### config.mk
export PLATFORM = sky130hd
export DESIGN_NAME = rvfi_exit_monitor
export DESIGN_NICKNAME = d
export VERILOG_FILES = /design/src/rtl/rvfi_exit_monitor.sv
export SDC_FILE = /design/constraint.sdc
export NUM_CORES = 1
export LEC_CHECK = 0
export ABC_AREA = 1
export BUFFER_PORTS_ARGS = -buffer_cell sky130_fd_sc_hd__buf_2
export CORE_AREA = 2 2 489 491
export CTS_CLUSTER_DIAMETER = 150
export DETAILED_ROUTE_END_ITERATION = 10
export DIE_AREA = 0 0 491 493
export PLACE_DENSITY = 0.36
export SYNTH_ARGS = -nofsm -noshare
export SYNTH_HDL_FRONTEND = slang
export SYNTH_SLANG_ARGS = --single-unit
### constraint.sdc
create_clock -name clk_i -period 3.4 [get_ports clk_i]
set_input_delay 0.17 -clock clk_i [delete_from_list [all_inputs] [get_ports clk_i]]
set_output_delay 0.17 -clock clk_i [all_outputs]
set_load 0.01 [all_outputs]
### src/rtl/rvfi_exit_monitor.sv
// Exit monitor for an RVFI-instrumented core. It watches the commit ports for the
// tohost exit store and reports pass/fail/timeout/hang together with run counters.

package riscv;
  localparam int XLEN = 64;
endpackage

package rvfi_pkg;
  typedef struct packed {
    logic                     valid;
    logic [63:0]              order;
    logic [31:0]              insn;
    logic                     trap;
    logic                     halt;
    logic                     intr;
    logic [1:0]               mode;
    logic [riscv::XLEN-1:0]   pc_rdata;
    logic [riscv::XLEN-1:0]   pc_wdata;
    logic [riscv::XLEN-1:0]   mem_addr;
    logic [riscv::XLEN/8-1:0] mem_rmask;
    logic [riscv::XLEN/8-1:0] mem_wmask;
    logic [63:0]              mem_rdata;
    logic [63:0]              mem_wdata;
  } rvfi_instr_t;
endpackage

module rvfi_exit_monitor #(
  parameter int NR_COMMIT_PORTS = 2,
  parameter int CNT_W           = 64,
  parameter int HANG_LIMIT      = 10000
) (
  input  logic                                      clk_i,
  input  logic                                      rst_i,
  input  rvfi_pkg::rvfi_instr_t [NR_COMMIT_PORTS-1:0] rvfi_i,
  input  logic [riscv::XLEN-1:0]                    tohost_addr_i,
  input  logic [CNT_W-1:0]                          timeout_i,
  output logic [1:0]                                state_o,
  output logic [2:0]                                status_o,
  output logic [62:0]                               exit_code_o,
  output logic                                      done_o,
  output logic [CNT_W-1:0]                          cycle_o,
  output logic [CNT_W-1:0]                          instret_o,
  output logic [CNT_W-1:0]                          trap_cnt_o
);

  typedef enum logic [1:0] {
    S_IDLE = 2'd0,
    S_RUN  = 2'd1,
    S_DONE = 2'd2
  } state_e;

  localparam logic [2:0] ST_NONE    = 3'd0;
  localparam logic [2:0] ST_PASS    = 3'd1;
  localparam logic [2:0] ST_FAIL    = 3'd2;
  localparam logic [2:0] ST_TIMEOUT = 3'd3;
  localparam logic [2:0] ST_HANG    = 3'd4;

  localparam int IDLE_W = (HANG_LIMIT > 1) ? $clog2(HANG_LIMIT + 1) : 1;
  localparam logic [IDLE_W-1:0] IDLE_ONE  = 1;
  localparam logic [IDLE_W-1:0] HANG_LAST = (HANG_LIMIT == 0) ? '0 : IDLE_W'(HANG_LIMIT - 1);
  localparam logic [CNT_W-1:0]  CNT_ONE   = 1;

  state_e            state_q;
  logic [2:0]        status_q;
  logic [62:0]       exit_q;
  logic              done_q;
  logic [CNT_W-1:0]  cycle_q, cycle_d;
  logic [CNT_W-1:0]  instret_q, instret_d;
  logic [CNT_W-1:0]  trap_q, trap_d;
  logic [IDLE_W-1:0] idle_q, idle_d;

  logic [NR_COMMIT_PORTS-1:0] port_hit;
  logic [NR_COMMIT_PORTS-1:0] unused_port;
  logic                       unused_misc;
  logic                       hit_found;
  logic [62:0]                hit_code;
  logic [3:0]                 n_valid;
  logic [3:0]                 n_trap;
  logic                       in_run;
  logic                       timeout_fire;
  logic                       hang_fire;

  // Detection looks only at the data side of the commit, so any store width or
  // encoding that writes the tohost doubleword is recognised.
  for (genvar g = 0; g < NR_COMMIT_PORTS; g++) begin : g_port
    assign port_hit[g] = rvfi_i[g].valid
                      && (rvfi_i[g].mem_wmask != '0)
                      && (rvfi_i[g].mem_addr[riscv::XLEN-1:3] == tohost_addr_i[riscv::XLEN-1:3])
                      && rvfi_i[g].mem_wdata[0]
                      && (rvfi_i[g].mem_wdata[63:48] == 16'h0);
    assign unused_port[g] = ^{rvfi_i[g].order, rvfi_i[g].insn, rvfi_i[g].halt,
                              rvfi_i[g].intr, rvfi_i[g].mode, rvfi_i[g].pc_rdata,
                              rvfi_i[g].pc_wdata, rvfi_i[g].mem_rmask,
                              rvfi_i[g].mem_rdata, rvfi_i[g].mem_addr[2:0]};
  end
  assign unused_misc = ^{unused_port, tohost_addr_i[2:0]};

  function automatic logic [CNT_W-1:0] sat_add(input logic [CNT_W-1:0] a,
                                               input logic [3:0] b);
    logic [CNT_W:0] sum;
    sum = {1'b0, a} + {{(CNT_W-3){1'b0}}, b};
    sat_add = sum[CNT_W] ? {CNT_W{1'b1}} : sum[CNT_W-1:0];
  endfunction

  // Lowest-index hitting port supplies the exit code.
  always_comb begin
    hit_found = 1'b0;
    hit_code  = '0;
    n_valid   = '0;
    n_trap    = '0;
    for (int i = 0; i < NR_COMMIT_PORTS; i++) begin
      if (rvfi_i[i].valid) n_valid = n_valid + 4'd1;
      if (rvfi_i[i].trap && !rvfi_i[i].valid) n_trap = n_trap + 4'd1;
      if (!hit_found && port_hit[i]) begin
        hit_found = 1'b1;
        hit_code  = rvfi_i[i].mem_wdata[63:1];
      end
    end
  end

  always_comb begin
    cycle_d   = (&cycle_q) ? cycle_q : cycle_q + CNT_ONE;
    instret_d = sat_add(instret_q, n_valid);
    trap_d    = sat_add(trap_q, n_trap);
    if (HANG_LIMIT == 0 || n_valid != 4'd0) idle_d = '0;
    else                                    idle_d = idle_q + IDLE_ONE;
  end

  assign in_run       = (state_q == S_RUN);
  assign timeout_fire = (timeout_i != '0) && (cycle_q >= timeout_i);
  assign hang_fire    = (HANG_LIMIT != 0) && in_run && (n_valid == 4'd0) && (idle_q == HANG_LAST);

  // The terminating cycle's commits are still counted, but the cycle counter
  // freezes on the edge that enters DONE so a timeout reads back as the limit.
  always_ff @(posedge clk_i) begin
    if (rst_i) begin
      state_q   <= S_IDLE;
      status_q  <= ST_NONE;
      exit_q    <= '0;
      done_q    <= 1'b0;
      cycle_q   <= '0;
      instret_q <= '0;
      trap_q    <= '0;
      idle_q    <= '0;
    end else begin
      done_q <= 1'b0;
      case (state_q)
        S_IDLE, S_RUN: begin
          if (in_run) begin
            instret_q <= instret_d;
            trap_q    <= trap_d;
          end
          if (in_run && hit_found) begin
            state_q  <= S_DONE;
            done_q   <= 1'b1;
            exit_q   <= hit_code;
            status_q <= (hit_code == '0) ? ST_PASS : ST_FAIL;
          end else if (timeout_fire) begin
            state_q  <= S_DONE;
            done_q   <= 1'b1;
            exit_q   <= '0;
            status_q <= ST_TIMEOUT;
          end else if (hang_fire) begin
            state_q  <= S_DONE;
            done_q   <= 1'b1;
            exit_q   <= '0;
            status_q <= ST_HANG;
          end else begin
            cycle_q <= cycle_d;
            if (in_run) begin
              idle_q <= idle_d;
            end else if (tohost_addr_i != '0) begin
              state_q <= S_RUN;
            end
          end
        end
        default: begin
          state_q <= state_q;
        end
      endcase
    end
  end

  assign state_o     = state_q;
  assign status_o    = status_q;
  assign exit_code_o = exit_q;
  assign done_o      = done_q;
  assign cycle_o     = cycle_q;
  assign instret_o   = instret_q;
  assign trap_cnt_o  = trap_q;

endmodule

==> impl_metrics.toml, run 1 <==
[pwr]
cellPowerDensity_nw_per_um2 = 297
p_total_mw = 9.12
p_leak_nw = 13.2
irDropWorstVdd_mv = 0.338

[worst_setup_path]
worstPathRequired_ns = 3.99
startpoint_type = "register"
cp_max_fo = 48
regToRegSetupSlack_ns = 0.25
crit_type = "reg -> reg"
cp-end-kind = "register"
cp_data_arrival_time_ns = 3.74

[logic_synthesis]
synth-seq-area-share_pct = 27.8
netlist_area_um2 = 19800
synth_area_leaders = "dfxtp_1, nand2_1, inv_1, xor2_1, nor2_1"
yosys.area.top_type = "dfxtp_1"
syn_inst = 3143
synth-seq-cells = 275
syn_area_per_cell_um2 = 6.29
syn-num-nets = 4224
synth.distinct_cells = 63
synth_warnings = 0
synthDominantCellAreaShare_pct = 27.8

[hold_path]
hp-class = "in -> reg"

[placed_design]
dp_slack_ns = -0.552
placedInstanceArea_um2 = 28900
portBuffers = 660
dp_cells = 7162
gp_congestion = 0.971
post-dp-hpwl_mm = 128

[sta]
fin_tns_setup_ns = 0
post-route-period-util_pct = 92.6
setup_ws_ns = 0.251
tightest_slew_ns = 0.886
fmax_ghz = 0.318
fin_skew_ns = 0.0547
rsz0062_at_grt = "false"
final.min_clock_period_ns = 3.15
setup_viol = 0
hold_viol = 0
fin_hold_ws_ns = 0.0538
slew_viol_final = 0
slew_headroom_pct = 40.9

[routing]
first_iter_violations = 1291
antenna_left = 0
routed_wl_mm = 145
wl_per_cell_um = 20.0
drt-pass1-iter-count = 5
num_vias = 24400
avgViaCountPerCell = 3.35
drc = 0

[finish]
drive_gt1_share_pct = 27.6
final_area_um2 = 30700
fin_cells = 7286
area_growth_pct = 55.4
layout.nets = 5146
fin_util_pct = 13.0

[die]
dieHeight_um = 493
die-area_um2 = 242000
initial_core_util_pct = 8.35
io_pins = 1267
core-area_um2 = 237000
fp-row-count = 179
die_w_um = 491

[cts]
cts_sinks = 275
clk_path_buf_depth = 3
h-tree-depth = 2
cts_buffers = 43
path_clk_slew_ns = 0.06
root_buffer = "clkbuf_16"
cts_tree = "yes"
insertion_delay_ns = 0.66
cts_setup_buffers = 0

[job]
maxCapViolations = 0

[global_route]
grt_pass1_vias = 24700
grt_pass1_wl_mm = 197
grt_overflow = 0
grt_usage_pct = 11.6
grt_max_degree = 83
antenna_found_initial = 63

[run_status]
outcome = "finished clean"
## registers in the layout, summed over array words and instances, names as in the netlist
signal       cells
cycle_o         64
status_o         3
state_o          2
instret_o       64
exit_code_o     63
idle_q          14
trap_cnt_o      64
done_o           1
## cells in the mapped netlist (all sizes together)
| cell | instances |
|---|---|
| a211o | 1 |
| a211oi | 4 |
| a21oi | 220 |
| a31oi | 19 |
| and3 | 1 |
| buf | 36 |
| clkbuf | 47 |
| clkinv | 4 |
| dfxtp | 275 |
| fa | 2 |
| ha | 73 |
| inv | 435 |
| nand2 | 917 |
| nand3 | 124 |
| nand3b | 5 |
| nand4 | 93 |
| nor2 | 363 |
| nor3 | 113 |
| nor3b | 2 |
| nor4 | 72 |
| o2111ai | 1 |
| o211a | 1 |
| o211ai | 2 |
| o21a | 2 |
| o21ai | 122 |
| o21bai | 1 |
| o22ai | 6 |
| o31ai | 1 |
| o32ai | 1 |
| or2 | 8 |
| or3 | 4 |
| or4 | 2 |
| xnor2 | 35 |
| xor2 | 151 |
## power by group
group	leakage, nW	total [mW]	switching, mW	internal [mW]
Sequential	2.22	3.24	0.00935	3.23
Combinational	10.2	0.946	0.586	0.360
Clock	0.727	4.93	1.99	2.94
Total	13.2	9.12	2.59	6.53
## layout by cell type, fill, tap and decap left out, drive strengths merged, types with 6 or more instances in the layout
master       Yosys  layout
a21oi          220     220
a31oi           19      19
buf             36     933
bufinv           0       6
clkbuf          47      57
clkinv           4      13
dfxtp          275     275
diode            0      21
dlygate4sd3      0      25
ha              73      73
inv            435     438
nand2          917     917
nand3          124     124
nand4           93      93
nor2           363     363
nor3           113     113
nor4            72      72
o21ai          122     122
o22ai            6       6
or2              8       8
xnor2           35      35
xor2           151     151
## layer usage
metal / track usage [%] / vias to the layer above / share of wire (%)
met5: 0 / - / 0.13
met3: 3.71 / 250 / 7.8
met4: 6.95 / 30 / 7.0
li1: - / 12000 / -
met1: 11.1 / 11200 / 34
met2: 21.7 / 949 / 51
## repair_timing
item                                   CTS  global route
pin swaps                                0             0
hold buffers                            25             0
setup endpoints to repair               35            54
resized for setup                        1             4
endpoints found under the hold margin   14             0
## cell families (layout without fill, tap and decap cells)
| kind of cell | after synthesis | in the layout | synth area share, % |
|---|---|---|---|
| AO/OA/AOI/OAI | 381 | 381 | 10.4 |
| buffers and inverters | 522 | 1477 | 10.6 |
| AND/OR/NAND/NOR | 1704 | 1704 | 38.1 |
| other | 0 | 21 | 0 |
| XOR/XNOR | 186 | 186 | 8.27 |
| flip-flops | 275 | 275 | 27.8 |
| adder cells (fa/ha/maj) | 75 | 75 | 4.82 |
## path summary, 6_finish.rpt
kind,startpoint,to,cells past startpoint
max,cycle_o[63],done_o,17
min,rvfi_i[47],exit_code_o[46],5
min reg2reg,exit_code_o[47],exit_code_o[47],2
max reg2reg,cycle_o[63],done_o,17
## area by class of cell
type	count	area, µm²
diodes	21	52.6
clock buffers	55	1190
clock inverters	23	308
fillers	27900	206000
inverters	439	1650
multi-input cells	2346	12200
flip-flops and latches	275	5510
well taps	3167	3960
repair buffers	960	5840
## critical path, cell delays in order, from the launching register on
cell     delay (ns)
dfxtp_1        0.33
ha_1           0.30
nand2_1        0.06
inv_1          0.05
nand3_1        0.08
nor2_1         0.12
and3_1         0.21
nor3b_2        0.36
nand4_1        0.15
nand3_1        0.21
nand2_4        0.15
nand3_2        0.19
nand2_4        0.12
inv_2          0.13
nand2_2        0.08
buf_12         0.16
inv_1          0.16
buf_12         0.14
Power figures use the tool's default switching activity.
==> run 2, diff against run 1 <==
clock period = 3.3 ns   (was 3.4 ns; I/O delays follow)
==> impl_metrics.toml, run 2 (same netlist as run 1, synthesis figures left out) <==
[sta]
slew_viol_final = 0
slew_headroom_pct = 43.3
post-route-period-util_pct = 93.9
setup_ws_ns = 0.200
fin_skew_ns = 0.0697
tightest_slew_ns = 0.843
rsz0062_at_grt = "false"
hold_viol = 0
final.min_clock_period_ns = 3.10
fin_tns_setup_ns = 0
setup_viol = 0
fmax_ghz = 0.323

[worst_setup_path]
crit_chain = "ha_1 > nand2_1 > inv_1 > nand3_1 > nor2_2 > and3_4 > nor3b_4 > buf_4 > nand4_1 > nand3_2 > nand2_1 > buf_4 > nand3_4 > nand2_4 > inv_2 > nand2_2 > buf_12 > inv_1 > buf_12"
cp-end-kind = "register"
crit_type = "reg -> reg"
critPathMaxStageDelay_ns = 0.33
cp_max_fo = 48
timing.rr.start = "cycle_o[63]"
reg2reg_depth = 19
crit_buf_inv = 7
startpoint_type = "register"
cp_top_family = "simple AND/OR/NAND/NOR gates"
worstPathRequired_ns = 3.90
regToRegSetupSlack_ns = 0.20
slowest_stage = "dfxtp_1"
cp_data_arrival_time_ns = 3.70
worstReg2RegEnd = "done_o"

[pwr]
switching_share_pct = 27.7
pwr-share-seq_pct = 34.5
pwr-share-comb_pct = 10.3
cellPowerDensity_nw_per_um2 = 309
p_clk_share_pct = 55.2
p_total_mw = 9.68
intPower_mw = 7.00
irDropWorstVdd_mv = 0.313
p_leak_nw = 13.5
p_sw_mw = 2.68

[job]
maxCapViolations = 0

[routing]
drt-pass1-iter-count = 6
avgViaCountPerCell = 3.34
num_vias = 24500
first_iter_violations = 1392
routed_wl_mm = 145
antenna_left = 0
wl_per_cell_um = 19.8
drc = 0

[die]
die_w_um = 491
core-area_um2 = 237000
fp-row-count = 179
die-area_um2 = 242000
initial_core_util_pct = 8.35
io_pins = 1267
dieHeight_um = 493

[finish]
fillerInstances = 28000
area_growth_pct = 58.2
mostFrequentLayoutCell = "nand2_1"
regArea_um2 = 5510
drive_gt1_share_pct = 28.8
multiInputGateArea_um2 = 12200
fin_util_pct = 13.2
final_cell_mix = "nand2_1, buf_2, inv_1"
layout.nets = 5202

[global_route]
gr-usage-met1_pct = 11.2
grt_overflow = 0
grt-busiest-layer = "met2"
grt_pass1_vias = 24900
antenna_found_initial = 64
grt_pass1_wl_mm = 197
use_met2_pct = 22.0
grt_usage_pct = 11.6
grt_max_degree = 135
met3_usage_pct = 3.45

[cts]
path_clk_slew_ns = 0.06
cts_tree = "yes"
insertion_delay_ns = 0.67
clk_path_buf_depth = 3
cts_buffers = 43
h-tree-depth = 2
root_buffer = "clkbuf_16"
cts_sinks = 275

[placed_design]
portBuffers = 660
dp_slack_ns = -0.807
post-dp-hpwl_mm = 128
gp_congestion = 0.976

[hold_path]
hp-class = "in -> reg"
hold-path-cell-count = 6
hold_end = "exit_code_o[25]"
hp-start = "rvfi_i[26]"

[run_status]
outcome = "finished clean"
==> run 2: how the worst max path moves through the flow <==
stage,startpoint,endpoint,slack (ns),cells after the start
after global placement,rvfi_i[437],trap_cnt_o[55],-0.80,21
after floorplan,rvfi_i[340],trap_cnt_o[62],0.54,19
final,cycle_o[63],done_o,0.20,19
after detailed placement,rvfi_i[437],trap_cnt_o[60],-0.81,20
after CTS,cycle_o[62],cycle_o[36],0.02,19
after global routing,cycle_o[63],cycle_o[27],0.01,19
==> run 2: per-stage QoR <==
step | cells | area, µm² | hold slack, ns
5_1_grt | 7329 | 31300 | 0.0702
6_report | 7336 | 31300 | 0.0857
2_1_floorplan | 3143 | 19800 | 0.418
3_5_place_dp | 7212 | 29300 | 0.427
3_3_place_gp | 7212 | 29300 | 0.425
4_1_cts | 7318 | 31200 | 0.00358
==> run 2: power by group through the flow <==
stage	clock, mW	combinational, mW	sequential (mW)
2_1_floorplan	0	0.339	3.42
3_3_place_gp	0	1.01	3.41
3_5_place_dp	0	1.01	3.41
4_1_cts	5.58	1.03	3.34
5_1_grt	5.66	1.10	3.34
6_report	5.34	0.999	3.34
==> run 2: routing by layer <==
metal,vias up,part of all wire (%)
met1,11100,35
met3,273,7.1
li1,12100,-
met4,36,6.4
met2,937,51
met5,-,0.18
==> run 2: area by class of cell <==
class | instances | share of cell area, %
repair buffers | 1016 | 20.1
inverters | 439 | 5.29
multi-input cells | 2346 | 39.1
clock inverters | 22 | 1.16
diodes | 13 | 0.104
well taps | 3167 | 12.7
flip-flops and latches | 275 | 17.6
clock buffers | 58 | 3.97
==> run 2: worst reg2reg max path, cell delays in order (launching register included) <==
cell	delay [ns]
dfxtp_1	0.33
ha_1	0.30
nand2_1	0.07
inv_1	0.05
nand3_1	0.09
nor2_2	0.12
and3_4	0.19
nor3b_4	0.26
buf_4	0.16
nand4_1	0.10
nand3_2	0.13
nand2_1	0.08
buf_4	0.20
nand3_4	0.16
nand2_4	0.08
inv_2	0.10
nand2_2	0.07
buf_12	0.18
inv_1	0.25
buf_12	0.14
==> run 2: repair_timing <==
action | in CTS | in global routing
setup buffers | 0 | 5
hold endpoints to repair | 46 | 0
cloned | 0 | 0
endpoints found under the setup margin | 48 | 128
gates resized for setup | 1 | 12
hold buffers | 26 | 0
pin swaps | 0 | 7
